[config.mk]
export PLATFORM = sky130hd
export DESIGN_NAME = param_seq_detector
export DESIGN_NICKNAME = d
export VERILOG_FILES = /design/src/rtl/param_seq_detector.sv
export SDC_FILE = /design/constraint.sdc
export NUM_CORES = 1
export LEC_CHECK = 0
export CAP_MARGIN = 15
export CELL_PAD_IN_SITES_DETAIL_PLACEMENT = 1
export CELL_PAD_IN_SITES_GLOBAL_PLACEMENT = 1
export CORE_MARGIN = 10
export CORE_UTILIZATION = 25
export DETAILED_ROUTE_END_ITERATION = 10
export GPL_ROUTABILITY_DRIVEN = 0
export PLACE_DENSITY = 0.73
export RECOVER_POWER = 25
export SYNTH_ARGS = -nofsm -noshare
export SYNTH_HDL_FRONTEND = slang
export SYNTH_SLANG_ARGS = --single-unit
[constraint.sdc]
create_clock -name clk -period 3.6 [get_ports clk]
set_clock_uncertainty 0.15 [all_clocks]
set_input_delay 0.9 -clock clk [delete_from_list [all_inputs] [get_ports clk]]
set_output_delay 0.9 -clock clk [all_outputs]
set_load 0.02 [all_outputs]
[src/rtl/param_seq_detector.sv]
// -----------------------------------------------------------------------------
// param_seq_detector
//
// Serial pattern detector. Accepted bits are shifted into a short history
// register; a match is flagged combinationally (Mealy) in the same cycle as
// the bit that completes the pattern. Overlapping or non-overlapping
// detection is selected per accepted bit. The target pattern can be reloaded
// at run time, which also flushes the history.
//
// Optional feature: define SEQDET_COUNT_EN to build the saturating match
// counter (match_cnt / cnt_clear). Without it match_cnt is tied to 0,
// cnt_clear is ignored and no counter flops exist.
//
// Parameters
//   WIDTH           pattern length in bits (2..16)
//   DEFAULT_PATTERN pattern loaded by reset
//   COUNT_W         match counter width
//
// Ports
//   clk           in   clock, rising edge
//   reset         in   asynchronous reset, active low
//   in_bit        in   serial data bit
//   in_valid      in   in_bit is accepted this cycle
//   pattern       in   new target pattern, MSB first in time
//   pattern_load  in   latch pattern and flush history (wins over in_valid)
//   overlap_en    in   1 = overlapping detection, 0 = non-overlapping
//   cnt_clear     in   synchronous clear of match_cnt (wins over a match)
//   out           out  match pulse, same cycle as the completing bit
//   match_cnt     out  saturating match count
// -----------------------------------------------------------------------------
module param_seq_detector #(
    parameter int                 WIDTH           = 4,
    parameter logic [WIDTH-1:0]   DEFAULT_PATTERN = WIDTH'(4'b1011),
    parameter int                 COUNT_W         = 8
) (
    input  logic               clk,
    input  logic               reset,
    input  logic               in_bit,
    input  logic               in_valid,
    input  logic [WIDTH-1:0]   pattern,
    input  logic               pattern_load,
    input  logic               overlap_en,
    input  logic               cnt_clear,
    output logic               out,
    output logic [COUNT_W-1:0] match_cnt
);

    localparam int              FILL_W   = $clog2(WIDTH);
    localparam logic [FILL_W-1:0] FILL_MAX = FILL_W'(WIDTH - 1);

    logic [WIDTH-1:0]  pat_q,  pat_d;
    logic [WIDTH-2:0]  hist_q, hist_d;   // most recent bit at LSB
    logic [FILL_W-1:0] fill_q, fill_d;   // number of valid history bits

    logic [WIDTH-1:0]  cand;
    logic              match;

    assign cand  = {hist_q, in_bit};
    assign match = in_valid & ~pattern_load & (fill_q == FILL_MAX) & (cand == pat_q);

    // Gated with reset so out is quiet while reset is held, independent of
    // the flop state.
    assign out = match & reset;

    always_comb begin
        pat_d  = pat_q;
        hist_d = hist_q;
        fill_d = fill_q;
        if (pattern_load) begin
            pat_d  = pattern;
            hist_d = '0;
            fill_d = '0;
        end else if (in_valid) begin
            if (match) begin
                if (overlap_en) begin
                    // keep the trailing bits; fill stays full so the next
                    // match can complete with a single further bit
                    hist_d = cand[WIDTH-2:0];
                end else begin
                    hist_d = '0;
                    fill_d = '0;
                end
            end else begin
                hist_d = cand[WIDTH-2:0];
                if (fill_q != FILL_MAX) begin
                    fill_d = fill_q + FILL_W'(1);
                end
            end
        end
    end

    always_ff @(posedge clk or negedge reset) begin
        if (!reset) begin
            pat_q  <= DEFAULT_PATTERN;
            hist_q <= '0;
            fill_q <= '0;
        end else begin
            pat_q  <= pat_d;
            hist_q <= hist_d;
            fill_q <= fill_d;
        end
    end

`ifdef SEQDET_COUNT_EN
    logic [COUNT_W-1:0] cnt_q, cnt_d;

    always_comb begin
        cnt_d = cnt_q;
        if (cnt_clear) begin
            cnt_d = '0;
        end else if (match && (cnt_q != {COUNT_W{1'b1}})) begin
            cnt_d = cnt_q + COUNT_W'(1);
        end
    end

    always_ff @(posedge clk or negedge reset) begin
        if (!reset) begin
            cnt_q <= '0;
        end else begin
            cnt_q <= cnt_d;
        end
    end

    assign match_cnt = cnt_q;
`else
    logic unused_cnt_clear;

    assign unused_cnt_clear = cnt_clear;
    assign match_cnt        = '0;
`endif

endmodule

======== Word level (Yosys, flattened, before mapping) ========
Cells that the tools add are included.
word-level totals
  output and inout bits ................... 9
  word-level logic and storage cells ...... 25
  bits of input ports ..................... 11
  register bits after elaboration ......... 9
operators by class
  bitwise logic cells ..................... 5
  add/subtract/negate cells ............... 1
  reductions and logical operators ........ 3
  equality and inequality tests ........... 4
  mux-type cells .......................... 9
operator list
  cell                   number
  $mux W3                4
  $mux W2                5
  $and A1 B1 Y1          4
  $eq A4 B4 Y1           1
  $ne A3 B3 Y1 const B   1
  $reduce_and A3 Y1      1
  $reduce_bool A3 Y1     1
  $add A2 B1 Y2 const B  1
  $eq A2 B2 Y1 const B   1
  $ne A2 B2 Y1 const B   1
  $reduce_bool A2 Y1     1
  $not A1 Y1             1

======== Depth between registers and ports, before layout ========
  depth after elaboration ................. 7
  mapped depth ............................ 4

======== Worst setup path after synthesis ========
OpenSTA, ideal clock, no wires.
  path kind ............................... input to output
  start ................................... in pattern_load
  end ..................................... out out
  data required time ...................... 2550 ps
  path slack .............................. 931 ps
  arrival ................................. 1619 ps
  path buffers ............................ 1
  cell stages on the path ................. 3
  path through ............................ clkbuf_1 > nor2b_1 > and4_2
between the ends
  word-level cells in the longest chain between the ends .. 5
RTL lines
  element                      line  source
  start, declared              41    input logic pattern_load,
  $not A1 Y1                   59    assign match = in_valid & ~pattern_load & (fill_q == FILL_MAX) & (cand == pat_q);
  $and A1 B1 Y1 (3 in series)  59
  $and A1 B1 Y1                63    assign out = match & reset;
  end, declared                44    output logic out,
Every way passes these cells.

======== Worst setup path in the final report ========
  start ................................... in in_bit
  end ..................................... out out
between the ends
  word-level cells in the longest chain between the ends .. 3
RTL lines
  element          line  source
  start, declared  38    input logic in_bit,
  $eq A4 B4 Y1     59
  $and A1 B1 Y1    59
  $and A1 B1 Y1    63
Every way passes these cells.

==> flow_summary.rst <==
.. list-table::
   :header-rows: 1

   * - Metric
     - Value
   * - Part of the total power dissipated in combinational logic
     - 20.0%
   * - Kind of end point of the critical path
     - output port
   * - Portion of netlist area occupied by mux cells
     - 10.5%
   * - Area fraction in compound gates after synthesis
     - 9.05%
   * - Worst path slowest cell
     - clkdlybuf4s50_1
   * - Hold-fix buffers at CTS
     - 0
   * - Number of buffers between clock root and the deepest sink
     - 2
   * - Library cell used as clock root buffer
     - clkbuf_4
   * - Setup repair after global routing missed its margin
     - no
   * - Inserted Clock Buffers
     - 3
   * - Number of setup violations in the final report
     - 0
   * - Die height
     - 65.8 µm
   * - Largest delay share family, worst path
     - buffers and inverters
   * - Simple-Gate Fraction of Synth Area
     - 14.3%
   * - Flops & latches, synth
     - 9
   * - Htree depth
     - 1
   * - Count of routing violations after the opening detailed-route iteration
     - 4
   * - Biggest fanout along the worst timing path
     - 2
   * - Leak Pwr
     - 0.322 nW
   * - Design Area, Final
     - 681 µm²
   * - Maximum clock frequency
     - 0.299 GHz
   * - Hold slack
     - 0.377 ns
   * - Pre-CTS setup slack
     - -0.0187 ns
   * - Largest area contributor in the netlist
     - dfrtp_1
   * - Via count
     - 362
   * - Clock transition at the registers of the reported paths
     - 0.06 ns
   * - Clock period minus final worst setup slack
     - 3.34 ns
   * - Peak supply drop
     - 160 µV
   * - Floorplan row count
     - 16
   * - Net switching power
     - 0.0000633 W
   * - Arrival time reported for the critical path endpoint
     - 2.29 ns
   * - First-pass GRT wire length
     - 1.99 mm
   * - Main area contributors after synthesis
     - dfrtp_1 29%, dfstp_2 15%, buf_4 11%
   * - Sum of net half-perimeters after detailed placement
     - 1.03 mm
   * - Area after detailed placement
     - 659 µm²
   * - Number of diodes
     - 0
   * - Mapped cell area
     - 526 µm²
   * - Max-cap viol count
     - 0
   * - Max-slew violations
     - 0
   * - Residual overflow from global routing
     - 0
   * - Slack of the critical path
     - 0.258 ns
   * - Fraction of power spent switching nets
     - 26.2%
   * - Chain of cells forming the critical path
     - clkdlybuf4s50_1, xor2_1, nor4_2, and4_2, dlygate4sd2_1
   * - Clock latency on the worst-skew pair
     - 0.26 ns
   * - Clock tree from TritonCTS
     - yes
   * - Final-layout setup total negative slack
     - 0 ns
   * - Initial Util
     - 26.5%
   * - Antenna-violating nets left
     - 0
   * - Share of final-layout standard cells stronger than drive strength 1
     - 33.3%
   * - Count of mapped cells out of synthesis
     - 46
   * - Number of antenna violations at the first check in global routing
     - 0
   * - Synth warnings
     - 0
   * - Count of boundary I/O pins
     - 20
   * - Adder-cell share of the synthesized area
     - 2.38%
   * - Power share of the clock group
     - 31.3%
   * - Overall die area
     - 0.00434 mm²
   * - Number of distinct library cells after synthesis
     - 20
   * - Largest family of logic cells by synthesized area
     - simple AND/OR/NAND/NOR gates
   * - Proportion of netlist area held by the largest area contributor
     - 28.6%
   * - Cell-internal power
     - 0.000179 W
   * - Count of endpoints failing hold in the final timing report
     - 0
   * - Vias in the first global route
     - 471
   * - Count of buffering cells on the critical path with inverters included
     - 2
   * - DRC viols
     - 0
   * - Power density relative to cell area
     - 356 mW/mm²
   * - Required time of the critical path
     - 2.55 ns
   * - Worst setup SP type
     - input pin
   * - IO Port Bufs
     - 10
   * - Growth of design area from synthesis to finish
     - 29.5%
   * - Final core occ
     - 34.3%
   * - Worst hold path class
     - reg -> reg
   * - Status
     - finished clean
   * - Setup bufs post-CTS
     - 0
   * - Delay of the slowest cell on the worst path
     - 0.44 ns
   * - Routed via count divided by cell count
     - 4.02
   * - Maximum number of pins on one net before global-route repair
     - 10
   * - Fraction of the yosys area taken by sequential cells
     - 43.6%
   * - Area inside the core boundary
     - 0.00198 mm²
   * - Resized Gates After CTS
     - 1
   * - Fillers
     - 231
   * - Final wirelength
     - 1.18 mm
   * - Sequential fraction of design power
     - 48.7%
   * - Post-synthesis xor/xnor area fraction
     - 6.67%
   * - Ratio of final minimum period to clock period
     - 92.8%
   * - Classification of the worst setup path
     - in -> out
   * - Synthesized area per cell
     - 11.4 µm²
   * - All-layer global routing usage
     - 5.75%
   * - Total number of nets in the final design
     - 76
   * - Sinks on Clock Net
     - 9
   * - Width of the die
     - 65.8 µm
   * - Detail-routed net length per standard cell
     - 13.1 µm
   * - TritonRoute pass-1 iters
     - 3
## layout make-up
| cell class | count | area [µm²] | area share [%] |
|---|---|---|---|
| clock buffer | 4 | 26.3 | 3.86 |
| multi-input combinational | 34 | 255 | 37.5 |
| tap | 27 | 33.8 | 4.96 |
| inverter | 1 | 3.75 | 0.551 |
| timing repair buffer | 15 | 133 | 19.5 |
| sequential | 9 | 229 | 33.6 |
## routing by layer
layer / track usage, % / up-vias / routed length (µm)
met5: 0 / - / 0
met4: 3.21 / 0 / 0
met3: 2.54 / 0 / 110
met2: 9.66 / 13 / 582
met1: 5.81 / 172 / 488
li1: - / 177 / -
## flip-flops by register name, summed over array words and instances, names as in the netlist
| signal | flops |
|---|---|
| fill_q | 2 |
| hist_q | 3 |
| pat_q | 4 |
## worst paths after layout
| path | startpoint | endpoint | slack (ns) | cells after the start |
|---|---|---|---|---|
| worst max-delay path | in_bit | out | 0.26 | 5 |
| worst min-delay path | hist_q[2] | hist_q[2] | 0.38 | 1 |
| worst max register to register | pat_q[3] | hist_q[0] | 1.85 | 5 |
| worst min register to register | hist_q[2] | hist_q[2] | 0.38 | 1 |
| max in group asynchronous | reset | pat_q[1] | 1.92 | 2 |
| min in group asynchronous | reset | hist_q[2] | 1.02 | 2 |
## layout by cell type (no fill, tap or decap), types with 2 or more instances in the layout
cell type,Yosys,layout
clkdlybuf4s50_1,0,8
buf_4,8,4
conb_1,1,8
nand2b_1,3,3
mux2_2,4,4
clkbuf_4,0,3
dfstp_2,3,3
xor2_1,4,4
a32o_2,3,3
nor2_1,2,2
dfrtp_1,6,6
clkbuf_1,1,2
nor2b_1,2,2
## synth_stat cells
master / instances
conb_1: 1
ha_1: 1
nand2b_1: 3
nand3_2: 1
and4_2: 1
nor2b_1: 2
nand2_1: 1
o21ai_0: 1
inv_1: 1
nor4_2: 1
dfstp_2: 3
a31o_2: 1
nor2_1: 2
mux2i_1: 1
a32o_2: 3
buf_4: 8
xor2_1: 4
dfrtp_1: 6
mux2_2: 4
clkbuf_1: 1
## worst reg2reg max path, delay by kind of cell (launching register included)
family	cells	cell delay (ns)
AO/OA/AOI/OAI	1	0.28
XOR/XNOR	1	0.08
buffers and inverters	1	0.17
flip-flops	1	0.54
AND/OR/NAND/NOR	2	0.42
## power groups by stage
| stage | Clock [W] | Combinational (W) | Sequential, W |
|---|---|---|---|
| after global placement | 0 | 0.0000475 | 0.000119 |
| after floorplan | 0 | 0.0000354 | 0.000117 |
| after global routing | 0.0000876 | 0.0000542 | 0.000119 |
| after detailed placement | 0 | 0.0000496 | 0.000120 |
| after CTS | 0.0000811 | 0.0000497 | 0.000118 |
| final | 0.0000757 | 0.0000484 | 0.000118 |
## cells by family after synthesis
group / Yosys count
and+or+nand+nor: 11
buffers and inverters: 10
DFF: 9
AOI/OAI and AO/OA: 5
muxes: 5
xor gates and xnor gates: 4
adders and majority gates: 1
other: 1
## per-stage QoR
step,power (W),instances
final,0.000242,90
after global routing,0.000261,90
after CTS,0.000249,90
after detailed placement,0.000169,86
after global placement,0.000166,86
after floorplan,0.000153,53
Note: power is estimated with default switching activity, not from simulation.
==> patch: new RTL, same flow settings <==
The option `SEQDET_COUNT_EN` is turned on by a define.
--- a/src/rtl/param_seq_detector.sv
+++ b/src/rtl/param_seq_detector.sv
@@ -28,6 +28,8 @@
 //   out           out  match pulse, same cycle as the completing bit
 //   match_cnt     out  saturating match count
 // -----------------------------------------------------------------------------
+`define SEQDET_COUNT_EN
+
 module param_seq_detector #(
     parameter int                 WIDTH           = 4,
     parameter logic [WIDTH-1:0]   DEFAULT_PATTERN = WIDTH'(4'b1011),
Formal check against the unedited RTL: not equivalent (a bounded check fails within 10 cycles, from zero or initial values and one cycle with reset low).
==> patch against the original RTL <==
Cell area is 83% higher. Worst hold slack better by 18 ps. Setup slack better by 210 ps. Wire length increased by 100%. Area after synthesis rose by 80%. First-iteration DRC count grew to 6.0 times the old value. Total power is 67% higher. Sequential cell count increased by 8. Non-clock buffer count increased by 9. Count of clock-buffer cells in the layout did not move. Sequential power increased by 76%. Maximum frequency grew 6.7%.
==> patch: results (changes against the original RTL) <==
- DRT met1 WL: 958 um (+96%)
- F_max: 319 MHz (+6.7%)
- Clk root buf: clkbuf_8
- Hold depth: 2 (+1)
- WP data arrival: 2080 ps (-210 ps)
- Port Buffer Count: 19 (+9)
- RR Endpoint: match_cnt[5]
- Routing usage on met2: 14.0% (+4.3 points)
- Cell depth of the worst flop-to-flop path: 6 (+1)
- Synth top area cells: dfrtp_1 (37%), dfstp_2 (8.4%), xnor2_1 (6.5%), xnor2_2 (5.2%), mux2_2 (4.8%)
- R2r setup slk: 1570 ps (-280 ps)
- Layout Cells excl Fill: 156 (+73%)
- Outcome: finished, final reports clean
- Placed instance count: 152 (+77%)
- Aggregate global-route resource usage: 8.08% (+2.3 points)
- Syn Inst Count: 85 (+85%)
- Post-synth cell types: 30 (+50%)
- Iteration count of the initial detailed-routing pass: 4 (+1)
- Row count: 22 (+6)
- Vias in the first global route: 831 (+76%)
- Dpl ws: 79.9 ps (+98.6 ps)
- Drt wl/cell: 15.2 um (+16%)
- DR WL met3: 139 um (+26%)
- First-pass GRT wire length: 4130 um (+110%)
- Metal2 WL: 1230 um (+110%)
- Maximum VDD drop: 0.000150 V (-6.7%)
- Dpl hpwl: 1880 um (+83%)
- Top layer reached by signal wires: met4
- Initial drt markers: 24 (+20)
- Met1 GRT Util: 8.75% (+2.9 points)
- Largest net degree at the start of global routing: 18 (+8)
- Leakage: 0.000515 uW (+60%)
- Nets: 122 (+61%)
- Hold Path End: fill_q[1]
- Hold Startpoint: fill_q[1]
- Sequential-to-total area share from yosys stat: 45.5% (+1.9 points)
- Placement Cell Area: 1200 um^2 (+82%)
[patch: critical path, cell delays in order]
cell and delay (ps):
clkdlybuf4s50_1 500, xnor2_1 150, nand3_2 100, nor3_1 170
dlymetal6s2s_1 250
[patch: layout make-up]
class | instances | area, um^2 | share of cell area, %
sequential | 17 | 429 | 34.5
tap | 48 | 60.1 | 4.82
timing repair buffer | 24 | 226 | 18.2
inverter | 1 | 3.75 | 0.302
clock buffer | 4 | 45.0 | 3.62
multi-input combinational | 62 | 480 | 38.6
[patch: cells by family after synthesis]
family	Yosys count	share of synthesized area (%)
simple gates	38	26.1
fa+ha+maj	2	2.65
flops	17	45.5
mux	6	7.03
buf+inv	6	3.58
compound gates	6	3.45
xor+xnor	10	11.7
[patch: what timing repair did]
action,in CTS,in global routing
endpoints found under the setup margin,0,1
buffers inserted,0,0
gates resized for setup,0,1
[patch: report_power, final]
group          total, uW  switching [uW]  internal [uW]
registers            208            6.63            201
clock network        145            66.5           78.7
logic               52.0            23.2           28.8
total                405            96.3            308
